File: src/rtl/ifetch_issue.sv
// rtl/ifetch_issue.sv - fetch PC issue, 2-cycle BRAM read tracking and 3-entry response queue

// 3-entry first-word-fall-through queue holding {instruction, pc} pairs.
module ifetch_resp_fifo #(
  parameter int W = 64
) (
  input  logic         clk,
  input  logic         rst,
  input  logic         flush,
  input  logic         push,
  input  logic [W-1:0] push_data,
  input  logic         pop,
  output logic [W-1:0] head_data,
  output logic [1:0]   count
);

  logic [W-1:0] mem [3];
  logic [1:0]   wr_ptr;
  logic [1:0]   rd_ptr;
  logic [1:0]   count_q;

  function automatic logic [1:0] ptr_inc(input logic [1:0] p);
    return (p == 2'd2) ? 2'd0 : p + 2'd1;
  endfunction

  // Pointer and occupancy bookkeeping; flush empties the queue in one cycle.
  always_ff @(posedge clk) begin
    if (rst || flush) begin
      wr_ptr  <= 2'd0;
      rd_ptr  <= 2'd0;
      count_q <= 2'd0;
    end else begin
      if (push) wr_ptr <= ptr_inc(wr_ptr);
      if (pop)  rd_ptr <= ptr_inc(rd_ptr);
      count_q <= count_q + {1'b0, push} - {1'b0, pop};
    end
  end

  // Storage needs no reset: an entry is only read after it has been written.
  always_ff @(posedge clk) begin
    if (push) mem[wr_ptr] <= push_data;
  end

  assign head_data = (count_q != 2'd0) ? mem[rd_ptr] : '0;
  assign count     = count_q;

endmodule

// Owns the fetch PC and keeps every issued read accounted for until decode takes it.
module ifetch_issue #(
  parameter int                       PC_WIDTH   = 32,
  parameter int                       INST_WIDTH = 32,
  parameter int                       PC_STEP    = 4,
  parameter logic [PC_WIDTH-1:0]      RESET_PC   = '0
) (
  input  logic                  clk,
  input  logic                  rst,
  input  logic                  redirect_i,
  input  logic [PC_WIDTH-1:0]   redirect_pc_i,
  output logic                  imem_en_o,
  output logic [PC_WIDTH-1:0]   imem_addr_o,
  input  logic [INST_WIDTH-1:0] imem_rdata_i,
  output logic                  inst_valid_o,
  input  logic                  inst_ready_i,
  output logic [INST_WIDTH-1:0] inst_o,
  output logic [PC_WIDTH-1:0]   pc_o
);

  localparam int PAIR_W = INST_WIDTH + PC_WIDTH;

  logic [PC_WIDTH-1:0] pc_q;
  logic                v1;
  logic [PC_WIDTH-1:0] pc1;
  logic                v2;
  logic [PC_WIDTH-1:0] pc2;

  logic [1:0]          fifo_count;
  logic [PAIR_W-1:0]   fifo_head;
  logic                issue;
  logic                push;
  logic                pop;
  logic [2:0]          credits_used;

  // Reads in flight plus queued entries may never exceed 3, counting the slot freed by this cycle's pop.
  assign credits_used = {2'b00, v1} + {2'b00, v2} + {1'b0, fifo_count} - {2'b00, pop};
  assign issue        = ~rst & ~redirect_i & (credits_used <= 3'd2);
  assign inst_valid_o = ~rst & ~redirect_i & (fifo_count != 2'd0);
  assign pop          = inst_valid_o & inst_ready_i;
  assign push         = v2 & ~redirect_i;

  assign imem_en_o    = issue;
  assign imem_addr_o  = pc_q;

  // PC advance and the two-stage read-latency tracker; redirect kills everything in flight.
  always_ff @(posedge clk) begin
    if (rst) begin
      pc_q <= RESET_PC;
      v1   <= 1'b0;
      pc1  <= '0;
      v2   <= 1'b0;
      pc2  <= '0;
    end else if (redirect_i) begin
      pc_q <= redirect_pc_i;
      v1   <= 1'b0;
      v2   <= 1'b0;
    end else begin
      if (issue) pc_q <= pc_q + PC_WIDTH'(PC_STEP);
      v1  <= issue;
      pc1 <= pc_q;
      v2  <= v1;
      pc2 <= pc1;
    end
  end

  ifetch_resp_fifo #(
    .W (PAIR_W)
  ) u_resp_fifo (
    .clk       (clk),
    .rst       (rst),
    .flush     (redirect_i),
    .push      (push),
    .push_data ({imem_rdata_i, pc2}),
    .pop       (pop),
    .head_data (fifo_head),
    .count     (fifo_count)
  );

  assign inst_o = fifo_head[PAIR_W-1:PC_WIDTH];
  assign pc_o   = fifo_head[PC_WIDTH-1:0];

endmodule

File: config.mk
export PLATFORM = sky130hd
export DESIGN_NAME = ifetch_issue
export DESIGN_NICKNAME = d
export VERILOG_FILES = /design/src/rtl/ifetch_issue.sv
export SDC_FILE = /design/constraint.sdc
export NUM_CORES = 1
export LEC_CHECK = 0
export CORE_MARGIN = 5
export CORE_UTILIZATION = 60
export CTS_CLUSTER_DIAMETER = 100
export CTS_CLUSTER_SIZE = 40
export DETAILED_ROUTE_END_ITERATION = 8
export DONT_BUFFER_PORTS = 1
export PLACE_DENSITY = 0.87
export SETUP_SLACK_MARGIN = 0.5
export SLEW_MARGIN = 0
export SYNTH_ARGS = -nofsm -noshare
export SYNTH_HDL_FRONTEND = slang
export SYNTH_SLANG_ARGS = --single-unit
export TNS_END_PERCENT = 20
File: constraint.sdc
create_clock -name clk -period 16.83 [get_ports clk]
set_input_delay 0 -clock clk [delete_from_list [all_inputs] [get_ports clk]]
set_output_delay 0 -clock clk [all_outputs]
set_load 0.05 [all_outputs]
==> flow_summary.toml <==
[outcome]
status = "finished clean"

[drt]
drt-pass1-iter-count = 5
via_count = 7651
drt_iter0_drc = 480
route.detailed.drc = 0
detail_route.vias_per_cell = 5.90
antenna_violating_nets_post_route = 0
wire_per_inst_microns = 19.7
wl_microns = 25600

[sta]
fmax_ghz = 0.166
final_cycle_share = 0.357
hold-worst-slack_ps = 74.3
max-slew-margin-rel = 0.250
maxSlewViolCount = 0
unrepaired_setup_endpoints_after_global_routing = "no"
tightestPinTransition_ps = 1120
clock-skew-final_ps = 27.5
fin_tns_setup_ps = 0
timing.final.hold_violations = 0
finalSetupViolations = 0
timing.final.crit_period_ps = 6020

[clock_network]
max-clock-path-buffers = 3
cts_resized = 0
clock_latency_ps = 490
clock-root-buffer = "clkbuf_16"
ctsHtreeMaxLevel = 1
number_of_buffers_inserted_during_clock_tree_synthesis = 11
tritoncts = "yes"
cts_sinks = 298
clk_transition_reported_paths_ps = 140

[critical_path]
critical_path.startpoint = "u_resp_fifo.count[1]$_SDFF_PP0_"
critical_path_cell_count = 17
critPathMaxStageDelay_ps = 840
crit-reg2reg-launch = "u_resp_fifo.count[1]$_SDFF_PP0_"
critPathCapture = "imem_addr_o[7]$_SDFFE_PP0P_"
critical-path-top-cell-by-count = "inv_1"
critical_path_class = "flop to flop"
timing.critical_path.max_delay_family = "simple AND/OR/NAND/NOR gates"
critPathMaxFanout = 65
critical_path_cell_list = "nor2_4 -> buf_4 -> nor2_1 -> and2_1 -> ha_1 -> inv_1 -> fa_1 -> inv_1 -> fa_1 -> nand2b_1 -> nand3_1 -> buf_4 -> inv_1 -> nor2_1 -> o21ai_0 -> a21oi_1 -> dlygate4sd3_1"
worst_r2r_endpoint = "imem_addr_o[7]$_SDFFE_PP0P_"
ff2ff_setup_slack_ps = 10810
timing.critical_path.buf_inv = 6
required_ps = 17270
slowest_stage = "nor2_1"
start_kind = "flop"
timing.critical_path.arrival_ps = 6460
worstSetupEndpointType = "flop"
worst-r2r-cell-count = 17

[power]
vdd_ir_drop_max_uv = 60.0
power_per_cell_area_nw_per_um2 = 90.9
leakagePower_nw = 4.46

[floorplanning]
floorplan.initialDensity = 0.610
number_of_top_level_pins = 166
design.die.area_sq_um = 22700
die_w_microns = 151
placement_rows = 51
die_height_microns = 151
core-area_sq_um = 19500

[global_routing]
grt_pass1_wl_microns = 39500
initial_antenna_violation_count = 1
global_route.overflow_total = 0
via_count_of_the_first_global_routing_pass = 7439
global_route.usage.total = 0.220
pin_count_of_the_biggest_net_entering_global_routing = 99

[placement]
dp_hpwl_microns = 14500
port-buffer-count = 0
weighted_congestion_reported_at_the_end_of_routability_driven_placement = 0.897

[flow_run]
number_of_violations_of_the_max_capacitance_limit = 0

[worst_hold_path]
hold_class = "input port to flop"

[final_layout]
final.fill_count = 1344
finalCoreUtilization = 0.681
final_layout_size_suffix_gt1_frac = 0.0456
fin_nets = 1101
area_growth_syn_to_layout_pct = 11.5

[synth]
asyncSetResetFlopFracSynth = 0
yosysTopAreaCellShare = 0.485
synth.yosys.seq_area_share = 0.664
dominantRegCellSynth = "edfxtp_1"
synth.largest_area_cell = "edfxtp_1"
count_of_synthesis_stage_warnings_from_yosys = 0
mappedNetlistArea_sq_um = 11900
syn_nets = 1055
ys_types = 57
synth-seq-cells = 298
synth.cells.most_frequent = "210 x nor2_1, 192 x edfxtp_1, 115 x mux2i_1"
yosys-top-cells-area = "edfxtp_1 49%, dfxtp_1 18%, mux2i_1 9.7%"
synth.most_common_cell = "nor2_1"
synthesis.area_per_instance_sq_um = 12.1
syn_inst = 981
count_of_flip_flops_with_a_built_in_enable_after_synthesis = 192
[flip-flops by register name, indices dropped and copies added, names as in the netlist, named ones only]
signal,count
u_resp_fifo.mem,192
imem_addr_o,32
pc1,32
pc2,32
u_resp_fifo.count,2
u_resp_fifo.rd_ptr,2
u_resp_fifo.wr_ptr,2
v1,1
v2,1
[worst min-delay path, cell delays in order]
cell and delay (ps):
inv_1 260, nand2_1 200, a21oi_1 80
[how the worst min path moves through the flow]
stage                     slack, ps  cells past startpoint       startpoint                          endpoint
after floorplan                 100                      0  imem_rdata_i[0]  u_resp_fifo.mem[0][32]$_DFFE_PP_
after global placement           80                      1              rst       imem_addr_o[1]$_SDFFE_PP0P_
after detailed placement         80                      1              rst      imem_addr_o[11]$_SDFFE_PP0P_
after CTS                        60                      3       redirect_i              pc1[24]$_SDFFE_PP0N_
after global routing             80                      3       redirect_i              pc1[16]$_SDFFE_PP0N_
final                            70                      3       redirect_i              pc1[16]$_SDFFE_PP0N_
[logic make-up (layout without fill, tap and decap cells)]
family,Yosys count,count (layout),synth area share
AND/OR/NAND/NOR,324,324,0.124
XOR/XNOR,6,6,0.00505
other,0,1,0
multiplexers,119,119,0.101
buffers and inverters,70,120,0.0249
adder cells (fa/ha/maj),6,6,0.00758
AO/OA/AOI/OAI,158,158,0.0737
flip-flops,298,298,0.664
[routing by layer]
metal / GRT usage / wire (microns) / vias to the layer above
li1: - / - / 3602
met3: 0.0479 / 2350 / 50
met5: 0 / 0 / -
met1: 0.306 / 10700 / 3672
met2: 0.355 / 11900 / 327
met4: 0.0580 / 538 / 0
[cell type report]
| class | count | area, sq um | share of cell area |
|---|---|---|---|
| diodes | 1 | 2.50 | 0.000189 |
| clock buffers | 15 | 290 | 0.0219 |
| clock inverters | 2 | 25.0 | 0.00189 |
| inverters | 10 | 37.5 | 0.00283 |
| multi-input cells | 613 | 3720 | 0.281 |
| flip-flops and latches | 298 | 7900 | 0.596 |
| well taps | 265 | 332 | 0.0250 |
| repair buffers | 93 | 948 | 0.0716 |
[report_power, final]
part / switching [mW] / internal (mW) / leakage (nW) / total (mW)
registers: 0.0295 / 0.783 / 2.55 / 0.813
clock network: 0.205 / 0.127 / 0.152 / 0.332
logic: 0.0317 / 0.0275 / 1.76 / 0.0592
total: 0.266 / 0.938 / 4.46 / 1.20
[stage by stage]
stage	cell area, sq um	total power, mW	setup slack [ps]	cells
4_1_cts	13200	1.21	10960	1296
2_1_floorplan	11900	0.857	11050	981
5_1_grt	13300	1.24	10430	1297
6_report	13300	1.20	10810	1297
3_3_place_gp	12000	0.857	11620	1193
3_5_place_dp	12000	0.859	11530	1193
[placed cells by master (no fill, tap or decap), types with 2 or more instances in the layout]
| cell type | n |
|---|---|
| nor2_1 | 209 |
| edfxtp_1 | 192 |
| mux2i_1 | 115 |
| a21oi_1 | 111 |
| dfxtp_1 | 104 |
| dlygate4sd3_1 | 84 |
| nand2_1 | 43 |
| o21ai_0 | 17 |
| clkbuf_16 | 11 |
| inv_1 | 10 |
| nand3_1 | 10 |
| nand4_1 | 10 |
| nor3_1 | 9 |
| buf_4 | 7 |
| nor2b_1 | 6 |
| or3_1 | 6 |
| a31oi_1 | 6 |
| and2_1 | 5 |
| and4_1 | 4 |
| xnor2_1 | 4 |
| a22oi_1 | 4 |
| mux2_2 | 4 |
| a32oi_1 | 4 |
| ha_1 | 4 |
| clkbuf_1 | 4 |
| nor4_1 | 3 |
| o22ai_1 | 3 |
| nor3b_2 | 2 |
| nand4_4 | 2 |
| a21boi_0 | 2 |
| a311oi_1 | 2 |
| fa_1 | 2 |
| dfxtp_4 | 2 |
| buf_16 | 2 |
[what timing repair did]
action,4_1_cts,5_1_grt
setup endpoints to repair,0,0
hold buffers,86,0
endpoints found under the hold margin,201,0
setup buffers,0,0
Power figures use the tool's default switching activity.
